[src/rtl/ram_bank_pkg.sv]
// Shared types and helpers for the ram_bank family of storage blocks.
package ram_bank_pkg;

  typedef enum logic {
    IDLE  = 1'b0,
    CLEAR = 1'b1
  } ram_state_t;

  // Callers zero-extend their word to this width; zero-extension does not change parity.
  localparam int PAR_MAX_W = 1024;

  function automatic logic even_par(input logic [PAR_MAX_W-1:0] data);
    return ^data;
  endfunction

endpackage

[src/rtl/ram_word.sv]
// One load-enabled storage word with asynchronous active-low reset.
module ram_word #(
  parameter int W = 16
) (
  input  logic         clk,
  input  logic         rst_n,
  input  logic         load,
  input  logic [W-1:0] d,
  output logic [W-1:0] q
);

  always_ff @(posedge clk or negedge rst_n) begin
    if (!rst_n) begin
      q <= '0;
    end else if (load) begin
      q <= d;
    end
  end

endmodule

[src/rtl/ram_bank.sv]
// Addressable bank of DEPTH load registers with a sequential clear engine.
// Optional per-word even parity is enabled by defining RAM_PARITY_EN.
//
//   state | meaning
//   IDLE  | normal operation: combinational read, load writes mem[address]
//   CLEAR | zeroing mem[ptr] one word per edge; load and clr_req ignored
module ram_bank
  import ram_bank_pkg::*;
#(
  parameter int WIDTH = 16,
  parameter int DEPTH = 8
) (
  input  logic                       clk,
  input  logic                       rst_n,
  input  logic [WIDTH-1:0]           in,
  input  logic                       load,
  input  logic [$clog2(DEPTH)-1:0]   address,
  input  logic                       clr_req,
  input  logic                       par_inj,
  output logic [WIDTH-1:0]           out,
  output logic                       busy,
  output logic                       perr
);

  localparam int AW = $clog2(DEPTH);
`ifdef RAM_PARITY_EN
  localparam int WW = WIDTH + 1;
`else
  localparam int WW = WIDTH;
`endif

  ram_state_t      state;
  logic [AW-1:0]   ptr;
  logic [WW-1:0]   wr_data;
  logic [WW-1:0]   rd_word;
  logic [WW-1:0]   q [DEPTH];
  logic [DEPTH-1:0] we;

  always_ff @(posedge clk or negedge rst_n) begin
    if (!rst_n) begin
      state <= IDLE;
      ptr   <= '0;
      busy  <= 1'b0;
    end else begin
      case (state)
        IDLE: begin
          if (clr_req) begin
            state <= CLEAR;
            ptr   <= '0;
            busy  <= 1'b1;
          end
        end
        CLEAR: begin
          if (ptr == AW'(DEPTH - 1)) begin
            state <= IDLE;
            ptr   <= '0;
            busy  <= 1'b0;
          end else begin
            ptr <= ptr + 1'b1;
          end
        end
        default: begin
          state <= IDLE;
          ptr   <= '0;
          busy  <= 1'b0;
        end
      endcase
    end
  end

  always_comb begin
    wr_data = '0;
    if (state == IDLE) begin
`ifdef RAM_PARITY_EN
      wr_data = {even_par(PAR_MAX_W'(in)) ^ par_inj, in};
`else
      wr_data = in;
`endif
    end
  end

`ifndef RAM_PARITY_EN
  logic unused_par_inj;
  assign unused_par_inj = par_inj;
`endif

  for (genvar i = 0; i < DEPTH; i++) begin : g_word
    // Clear has priority: a clr_req edge in IDLE must not also load.
    assign we[i] = (state == CLEAR && ptr == AW'(i)) ||
                   (state == IDLE && !clr_req && load && address == AW'(i));

    ram_word #(.W(WW)) u_word (
      .clk   (clk),
      .rst_n (rst_n),
      .load  (we[i]),
      .d     (wr_data),
      .q     (q[i])
    );
  end

  assign rd_word = q[address];
  assign out     = rd_word[WIDTH-1:0];

`ifdef RAM_PARITY_EN
  assign perr = even_par(PAR_MAX_W'(rd_word[WIDTH-1:0])) ^ rd_word[WIDTH];
`else
  assign perr = 1'b0;
`endif

endmodule

[config.mk]
export PLATFORM = sky130hd
export DESIGN_NAME = ram_bank
export DESIGN_NICKNAME = d
export VERILOG_FILES = /design/src/rtl/ram_bank_pkg.sv /design/src/rtl/ram_word.sv /design/src/rtl/ram_bank.sv
export SDC_FILE = /design/constraint.sdc
export NUM_CORES = 1
export LEC_CHECK = 0
export ABC_AREA = 0
export CORE_MARGIN = 3
export CORE_UTILIZATION = 40
export DETAILED_ROUTE_END_ITERATION = 16
export PLACE_DENSITY = 0.62
export SYNTH_ARGS = -nofsm -noshare
export SYNTH_HDL_FRONTEND = slang
export SYNTH_HIERARCHICAL = 1
export SYNTH_SLANG_ARGS = --single-unit
[constraint.sdc]
create_clock -name clk -period 2.54 [get_ports clk]
set_input_delay 0.254 -clock clk [delete_from_list [all_inputs] [get_ports clk]]
set_output_delay 0.254 -clock clk [all_outputs]
set_load 0.05 [all_outputs]
### Word-level counts from Yosys, hierarchy flattened

Cells that the tools add are included.
Widths: inputs -> output; s select.

| cells by class | value |
|---|---|
| shift operators | 0 |
| divide/modulo/power cells | 0 |
| $lt $le $gt $ge | 1 |
| $add $sub $neg | 1 |
| eq/ne operators | 16 |
| mux-type cells | 13 |
| bitwise gates (word level) | 2 |
| reductions and logical operators | 30 |
| multiply operators | 0 |

Operator list:

| operator | number |
|---|---|
| $bmux 16 s3 | 1 |
| $mux 16 | 3 |
| $eq 3x3->1 const B | 8 |
| $logic_and 1x1->1 | 18 |
| $eq 3x2->1 const B | 4 |
| $logic_or 1x1->1 | 8 |
| $eq 3x1->1 const B | 2 |
| $logic_not 3->1 | 2 |
| $mux 3 | 2 |
| $pmux 3 s2 | 1 |
| $ge 4x4->1 const B | 1 |
| $mux 1 | 4 |
| $not 3->4 | 1 |
| $pmux 1 s2 | 2 |
| $add 3x1->3 const B | 1 |
| $ne 2x1->1 const B | 1 |
| $ne 2x2->1 const B | 1 |
| $reduce_and 2->1 | 1 |
| $logic_not 1->1 | 1 |
| $not 1->1 | 1 |

| storage, ports and cells | value |
|---|---|
| ROM bits | 0 |
| register bits | 133 |
| memories | 0 |
| RAM bits | 0 |
| latch bits | 0 |
| output and inout port bits | 18 |
| bits of input ports | 24 |
| word-level logic and storage cells | 74 |

### Depth between registers and ports, before layout

Gate-level depths: netlist of run 1.

| logic depth | value |
|---|---|
| word-level depth | 5 |
| gate-level depth with buffers | 7 |
| depth with buffers taken out | 5 |

### Modules after synthesis

Netlist of run 1, hierarchy kept.

Modules (own cells, without submodules):

| module | area each (sq um) | times used | cells an instance | seq. area each (sq um) |
|---|---|---|---|---|
| ram_word | 649.4 | 8 | 34 | 400.4 |
| ram_bank | 1,622.8 | 1 | 192 | 125.1 |

### Least setup slack after synthesis of run 1

No wires, ideal clock.

| timing | value |
|---|---|
| path kind | input to output |
| start point | in address[1] |
| end point | out out[0] |
| data arrival time | 2.054 ns |
| setup slack | 0.232 ns |
| stages on the path | 6 |
| buffers on the path | 3 |
| path through | buf_6 buf_6 buf_2 nand3_1 nor2_1 a211oi_1 |

| between the ends | value |
|---|---|
| longest elaborated chain between the ends | 4 |

Ends and longest elaborated chain:

| item | RTL line | RTL |
|---|---|---|
| start, declared | ram_bank.sv:17 | `input logic [$clog2(DEPTH)-1:0] address,` |
| $not 3->4 (not written as such) | ram_bank.sv:101 | `assign rd_word = q[address];` |
| $bmux 16 s3 | ram_bank.sv:101 |  |
| $mux 16 (not written as such) (2 in series) | ram_bank.sv:101 |  |
| end, declared | ram_bank.sv:20 | `output logic [WIDTH-1:0] out,` |

Every way passes these cells. The select of a mux whose other input is x is not followed.

### Worst setup path after layout of run 1

| timing | value |
|---|---|
| start point | in address[2] |
| end point | out out[11] |

The elaborated chain is that of the path after synthesis.

==> out/qor.txt, run 1 <==
status - completed
CP Max Fanout - 9
antenna cell count - 0
H-tree levels - 4
Rel. slew slack - 54.67%
Critical Path End - out[11]
worst skew pair latency - 0.42 ns
DR DRC count - 0
post-route ant nets - 0
vias per inst - 5.255
Slew @ Worst Pin - 0.6786 ns
Final Skew - 0.006373 ns
top cell type's share of synthesized area - 48.82%
HPWL Detailed - 9837 µm
Hold Vio Cnt, Final - 0
Synth Area per Inst - 14.69 µm²
share of layout cells above drive strength 1 - 48.33%
synth top area cells - dfrtp_1 (49%), mux2_4 (18%), mux2_2 (13%), mux4_2 (3.0%), buf_12 (2.6%)
post-synthesis register bit count - 133
Finish-stage setup viols - 0
1st-pass router iterations - 4
Synth area leader - dfrtp_1
core area - 16640 µm²
maximum vdd ir drop - 0.0005856 V
CP Launch Type - primary input
largest net degree at the start of global routing - 53
Syn Inst Count - 464
Num CTS Buffers - 17
number of global-route vias before repair - 4474
row count - 47
final worst path period share - 97.07%
die footprint - 18650 µm²
top-count cell post-synth - dfrtp_1
Finished Layout Cells - 758
unrepaired setup endpoints after global routing - no
Max Freq - 0.4056 GHz
final hold slack - 0.3746 ns
Post-synth EDFFs - 0
CTS tree - built
CP arrival - 2.21 ns
setup TNS - 0 ns
r2r startpoint - state
ys flop type - dfrtp_1
Syn Nets - 495
Final Cell Area - 8229 µm²
Critical Path End Type - output port
Critical Path Start - address[2]
WS Path Type - in2out
antenna violations before repair - 0
Ys Warns - 6
I/O pins - 42
Power per Cell Area - 1157 nW/µm²
Starting Density - 40.97%
Leak - 3.852 nW
Area after DPL - 7627 µm²
post-synthesis sequential area ratio - 48.82%
gpl congestion - 0.8088
total grt overflow - 0
# Max-Cap Violations - 0
IO Port Bufs - 39
r2r worst-path depth - 5
ys async rst share - 100.0%
Die H - 136.6 µm
routed len/inst - 19.94 µm
Vias - 3983
largest buffer count on any clock path - 2
Post-CTS Setup Bufs - 0
synth unique cells - 34
gr usage total - 17.40%
FF-to-FF End - g_word[5].u_word/q[3]
area added between synthesis and finish - 20.70%
reg2reg setup slack - 0.60 ns
Clk pin slew, worst setup/hold paths - 0.05 ns
worst hold path type - in2async
root buffer cell - clkbuf_16
Min Clock Period, post-route - 2.466 ns
Pins Over Slew Limit - 0
commonest cells in the netlist - dfrtp_1 (133), mux2_4 (80), mux2_2 (76), nand2_1 (21), o22ai_1 (20)
Req. time, crit path - 2.29 ns
Sink Count - 133
fin nets - 558
post-synthesis cell area - 6818 µm²
DP Cell Count - 727
Die Width - 136.6 µm
Layout Utilization - 49.45%
WL final - 15120 µm
first-pass GRT wire length - 24610 µm
starting DRC count in detailed routing - 214
-- where the power goes --
group	leakage (nW)	switching [mW]	internal (mW)
clock network	0.285	0.899	1.58
logic	1.76	1.72	2.01
registers	1.81	0.426	2.89
-- flip-flops by register name, indices dropped and copies added, names as in the netlist --
name             flops
g_word.u_word/q    128
ptr                  3
busy                 1
state                1
-- per-layer routing --
layer / share of wire [%] / track usage (%) / wire length, µm / up-vias
met2: 49 / 28.29 / 7385 / 68
met1: 47 / 23.06 / 7070 / 2097
met5: 0 / 0 / 0 / -
li1: - / - / - / 1805
met3: 3.4 / 4.412 / 509 / 13
met4: 1.0 / 5.151 / 151 / 0
-- cells by family after synthesis --
| logic type | share of synthesized area, % |
|---|---|
| other | 0.05500 |
| AO/OA/AOI/OAI | 5.120 |
| adder cells (fa/ha/maj) | 1.285 |
| multiplexers | 33.88 |
| AND/OR/NAND/NOR | 4.863 |
| buffers and inverters | 5.983 |
| flip-flops | 48.82 |
-- placed cells by master, fill, tap and decap left out, types with 7 or more instances in the layout --
master,synthesis,routed
clkdlybuf4s50_1,0,21
o22ai_1,20,18
ha_1,7,7
nor2b_1,18,18
buf_12,9,16
mux2_4,80,80
clkbuf_16,0,17
mux2_2,76,76
nor2_1,7,7
dfrtp_1,133,133
buf_4,3,39
nand2_1,21,21
mux4_2,9,9
a211oi_1,12,12
-- final cells by class --
class | count | area (µm²)
timing repair buffer | 78 | 838.3
clock inverter | 9 | 128.9
tap | 220 | 275.3
multi-input combinational | 291 | 3176
sequential | 133 | 3328
clock buffer | 21 | 460.4
fill | 1417 | 8413
inverter | 6 | 22.52
-- worst min path at each step --
stage                        endpoint  slack, ns  depth (start not counted)
4_1_cts        g_word[0].u_word/q[12]       0.39                          2
2_1_floorplan                    busy      -0.04                          0
5_1_grt        g_word[0].u_word/q[12]       0.41                          2
3_5_place_dp   g_word[0].u_word/q[12]       0.29                          1
6_report       g_word[0].u_word/q[12]       0.37                          2
3_3_place_gp   g_word[0].u_word/q[12]       0.28                          1
-- worst max-delay path, cell delays in order --
cell and delay [ns]:
clkdlybuf4s50_1 0.69, buf_4 0.24, or2_2 0.17, o2bb2ai_1 0.10, a2111oi_2 0.43, buf_4 0.19, buf_12 0.13
-- metrics by stage --
stage | setup WS [ns] | total power, mW
finish | 0.07446 | 9.524
CTS | 0.09628 | 9.597
floorplan | 0.2323 | 6.090
global placement | 0.08953 | 6.947
detailed placement | 0.1276 | 7.082
global route | 0.02563 | 10.00
-- what timing repair did --
item / in CTS / in global routing
hold endpoints to repair: 39 / 0
resized for setup: 0 / 1
hold buffers: 1 / 0
setup endpoints to repair: 0 / 2
No activity file was read; power rests on OpenSTA's default activity.
==> run 2, diff against run 1 <==
ABC_AREA = 1   (was 0)
CORE_ASPECT_RATIO = 1.75   (was unset)
RECOVER_POWER = 100   (was unset)
==> run 2 against run 1 <==
The flow now finishes with violations (max-capacitance violations, max-slew violations); cell area down 1.8%; maximum frequency rose by 8.5%; first-iteration DRC count grew 46%; synthesized cell count is 120% higher; worst setup slack gained 0.19 ns; global-route usage grew 3.3 points.
==> out/qor.txt, run 2 <==
commonest cells after routing, fill and taps aside - nand2_1 (707), dfrtp_1 (133), inv_1 (29), nand2_2 (23), nor2_1 (20)
root buffer cell - clkbuf_16
Synth area leader - dfrtp_1
crit-path max cell delay - 0.58 ns (-0.11 ns)
H-tree levels - 4 (unchanged)
Worst Slack Setup Final - 0.2673 ns (+0.1928 ns)
Finish-stage setup viols - 0 (unchanged)
internal power - 5.567 mW (-14%)
combinational power share - 37.5% (-1.7 points)
Clk pin slew, worst setup/hold paths - 0.05 ns (about the same)
synth top area cells - dfrtp_1 (46%), nand2_1 (36%), buf_6 (3.6%), nand2_2 (3.5%), buf_12 (2.2%)
Die Width - 107.2 µm (-22%)
Die H - 183.0 µm (+34%)
core area - 17540 µm² (+5.4%)
HPWL Detailed - 11940 µm (+21%)
row count - 64 (+36%)
Syn Nets - 1033 (+110%)
first-pass GRT wire length - 31220 µm (+27%)
CP arrival - 2.02 ns (-0.19 ns)
worst hold path type - reg2reg
gpl congestion - 0.8144 (+0.69%)
share of layout cells above drive strength 1 - 10.11% (-38 points)
Sw Ratio - 40.84% (+8.8 points)
Synth Area per Inst - 7.149 µm² (-51%)
fin nets - 1066 (+91%)
worst skew pair latency - 0.41 ns (about the same)
Vias - 5976 (+50%)
maximum vdd ir drop - 0.0005979 V (+2.1%)
vias per inst - 4.672 (-11%)
Fill cells - 1774 (+25%)
gr usage total - 20.68% (+3.3 points)
DR DRC count - 0 (unchanged)
ys flop type - dfrtp_1
top-count cell post-synth - nand2_1
number of global-route vias before repair - 5971 (+33%)
Sink Count - 133 (unchanged)
die footprint - 19610 µm² (+5.2%)
Hold Vio Cnt, Final - 0 (unchanged)
unrepaired setup endpoints after global routing - no
Syn Inst Count - 1002 (+120%)
commonest cells in the netlist - nand2_1 (690), dfrtp_1 (133), nand2_2 (40), inv_1 (29), buf_6 (23)
Starting Density - 40.85% (-0.12 points)
largest net degree at the start of global routing - 68 (+28%)
antenna cell count - 0 (unchanged)
Sequential Area - 3328 µm² (unchanged)
WS Path Type - in2out
Power per Cell Area - 1165 nW/µm² (+0.64%)
post-route ant nets - 0 (unchanged)
Post-CTS Setup Bufs - 0 (unchanged)
Min Clock Period, post-route - 2.273 ns (-0.1928 ns)
post-synthesis sequential area ratio - 46.46% (-2.4 points)
Req. time, crit path - 2.29 ns (about the same)
top cell type's share of synthesized area - 46.46% (-2.4 points)
max reg flops - 128 (unchanged)
most common cell after layout, fill and taps aside - nand2_1
violated checks - max-capacitance violations, max-slew violations
# Max-Cap Violations - 1 (+1)
I/O pins - 42 (unchanged)
Max Freq - 0.4400 GHz (+8.5%)
synth unique cells - 22 (-35%)
Post-synth EDFFs - 0 (unchanged)
CP Launch Type - primary input
CTS Hold Bufs - 1 (unchanged)
Max stage delay cell, worst path - dlygate4sd3_1
Pins Over Slew Limit - 65 (+65)
CP Max Fanout - 10 (+1)
post-synthesis cell area - 7163 µm² (+5.1%)
Setup Slack @ Placement - 0.2891 ns (+0.1615 ns)
status - finished, violations left
Regs by FF count - g_word.u_word/q: 128 flops, ptr: 3 flops
Slew @ Worst Pin - 1.695 ns (+1.017 ns)
Flop pwr share - 36.2% (+1.4 points)
starting DRC count in detailed routing - 313 (+46%)
largest buffer count on any clock path - 2 (unchanged)
Critical Path End Type - output port
setup TNS - 0 ns (unchanged)
ys async rst share - 100.0% (unchanged)
final worst path period share - 89.48% (-7.6 points)
Num CTS Buffers - 17 (unchanged)
Most flops, register - g_word.u_word/q
IO Port Bufs - 39 (unchanged)
P_sw - 3.843 mW (+26%)
antenna violations before repair - 0 (unchanged)
critical-path cell list - dlygate4sd3_1 > inv_1 > buf_4 > nand2_1 > nand2_1 > nand2_1 > nand2_1 > clkbuf_2
CTS tree - built
multi-input logic area - 3068 µm² (-3.4%)
delay-heaviest family, CP - buffers and inverters
area added between synthesis and finish - 12.79%
WL final - 19070 µm (+26%)
total grt overflow - 0 (unchanged)
1st-pass router iterations - 5 (+1)
Ys Warns - 6 (unchanged)
final hold slack - 0.4675 ns (+0.09285 ns)
worst path bufs/invs - 4 (unchanged)
most frequent cell on the critical path - nand2_1
Clock power frac - 26.3% (+0.3 points)
post-cts resize count - 0 (unchanged)
Final Skew - 0.006787 ns (+0.0004139 ns)
Leak - 4.723 nW (+23%)
post-synthesis register bit count - 133 (unchanged)
Rel. slew slack - -13.02% (-68 points)
routed len/inst - 14.91 µm (-25%)
## run 2: power by group through the flow
| stage | clock, mW | sequential [mW] | combinational [mW] |
|---|---|---|---|
| after global routing | 2.60 | 3.51 | 4.00 |
| after detailed placement | 0 | 3.45 | 3.87 |
| after CTS | 2.51 | 3.42 | 3.89 |
| after global placement | 0 | 3.42 | 3.84 |
| after floorplan | 0 | 3.38 | 2.84 |
| final | 2.47 | 3.41 | 3.53 |
## run 2: cell type report
class | count | area share, %
Clock buffer | 21 | 5.947
Tap cell | 231 | 3.578
Clock inverter | 11 | 1.533
Sequential cell | 133 | 41.20
Timing Repair Buffer | 67 | 7.480
Multi-Input combinational cell | 778 | 37.97
Inverter | 38 | 2.292
## run 2: logic make-up (layout without fill, tap and decap cells)
family	after synthesis	count (layout)	share of synthesized area, %
buffers and inverters	91	137	10.11
DFF	133	133	46.46
and+or+nand+nor	756	756	41.12
other	1	1	0.05235
adders and majority gates	7	7	1.223
AOI/OAI and AO/OA	14	14	1.031
## run 2: worst min-delay path, delay by kind of cell (launching register included)
family           cells  cell delay (ns)
flip-flops           1             0.34
AND/OR/NAND/NOR      2             0.09
## run 2: per-layer routing
metal | global-route usage (%) | vias up | part of all wire (%)
met3 | 3.205 | 19 | 3.5
li1 | - | 3034 | -
met2 | 36.32 | 129 | 52
met4 | 6.554 | 0 | 1.5
met5 | 0 | - | 0
met1 | 25.91 | 2794 | 43
## run 2: worst paths after layout
kind                                        startpoint                endpoint  slack, ns  cells after the start
worst max register to register                   state   g_word[1].u_word/q[9]       0.36                      8
worst min-delay path            g_word[0].u_word/q[13]  g_word[0].u_word/q[13]       0.47                      2
worst max-delay path                        address[1]                  out[9]       0.27                      8
worst min register to register  g_word[0].u_word/q[13]  g_word[0].u_word/q[13]       0.47                      2
min in group asynchronous                        rst_n   g_word[0].u_word/q[8]       0.84                      2
max in group asynchronous                        rst_n   g_word[6].u_word/q[5]       0.53                      3
## run 2: stage by stage
step                utilization [%]  area [µm²]  total power, mW  instances
global route                  46.07        8079            10.11       1279
CTS                           47.34        8302            9.823       1279
global placement              43.84        7687            7.260       1246
finish                        46.07        8079            9.410       1279
detailed placement            43.84        7687            7.321       1246
floorplan                         -        7163            6.219       1002
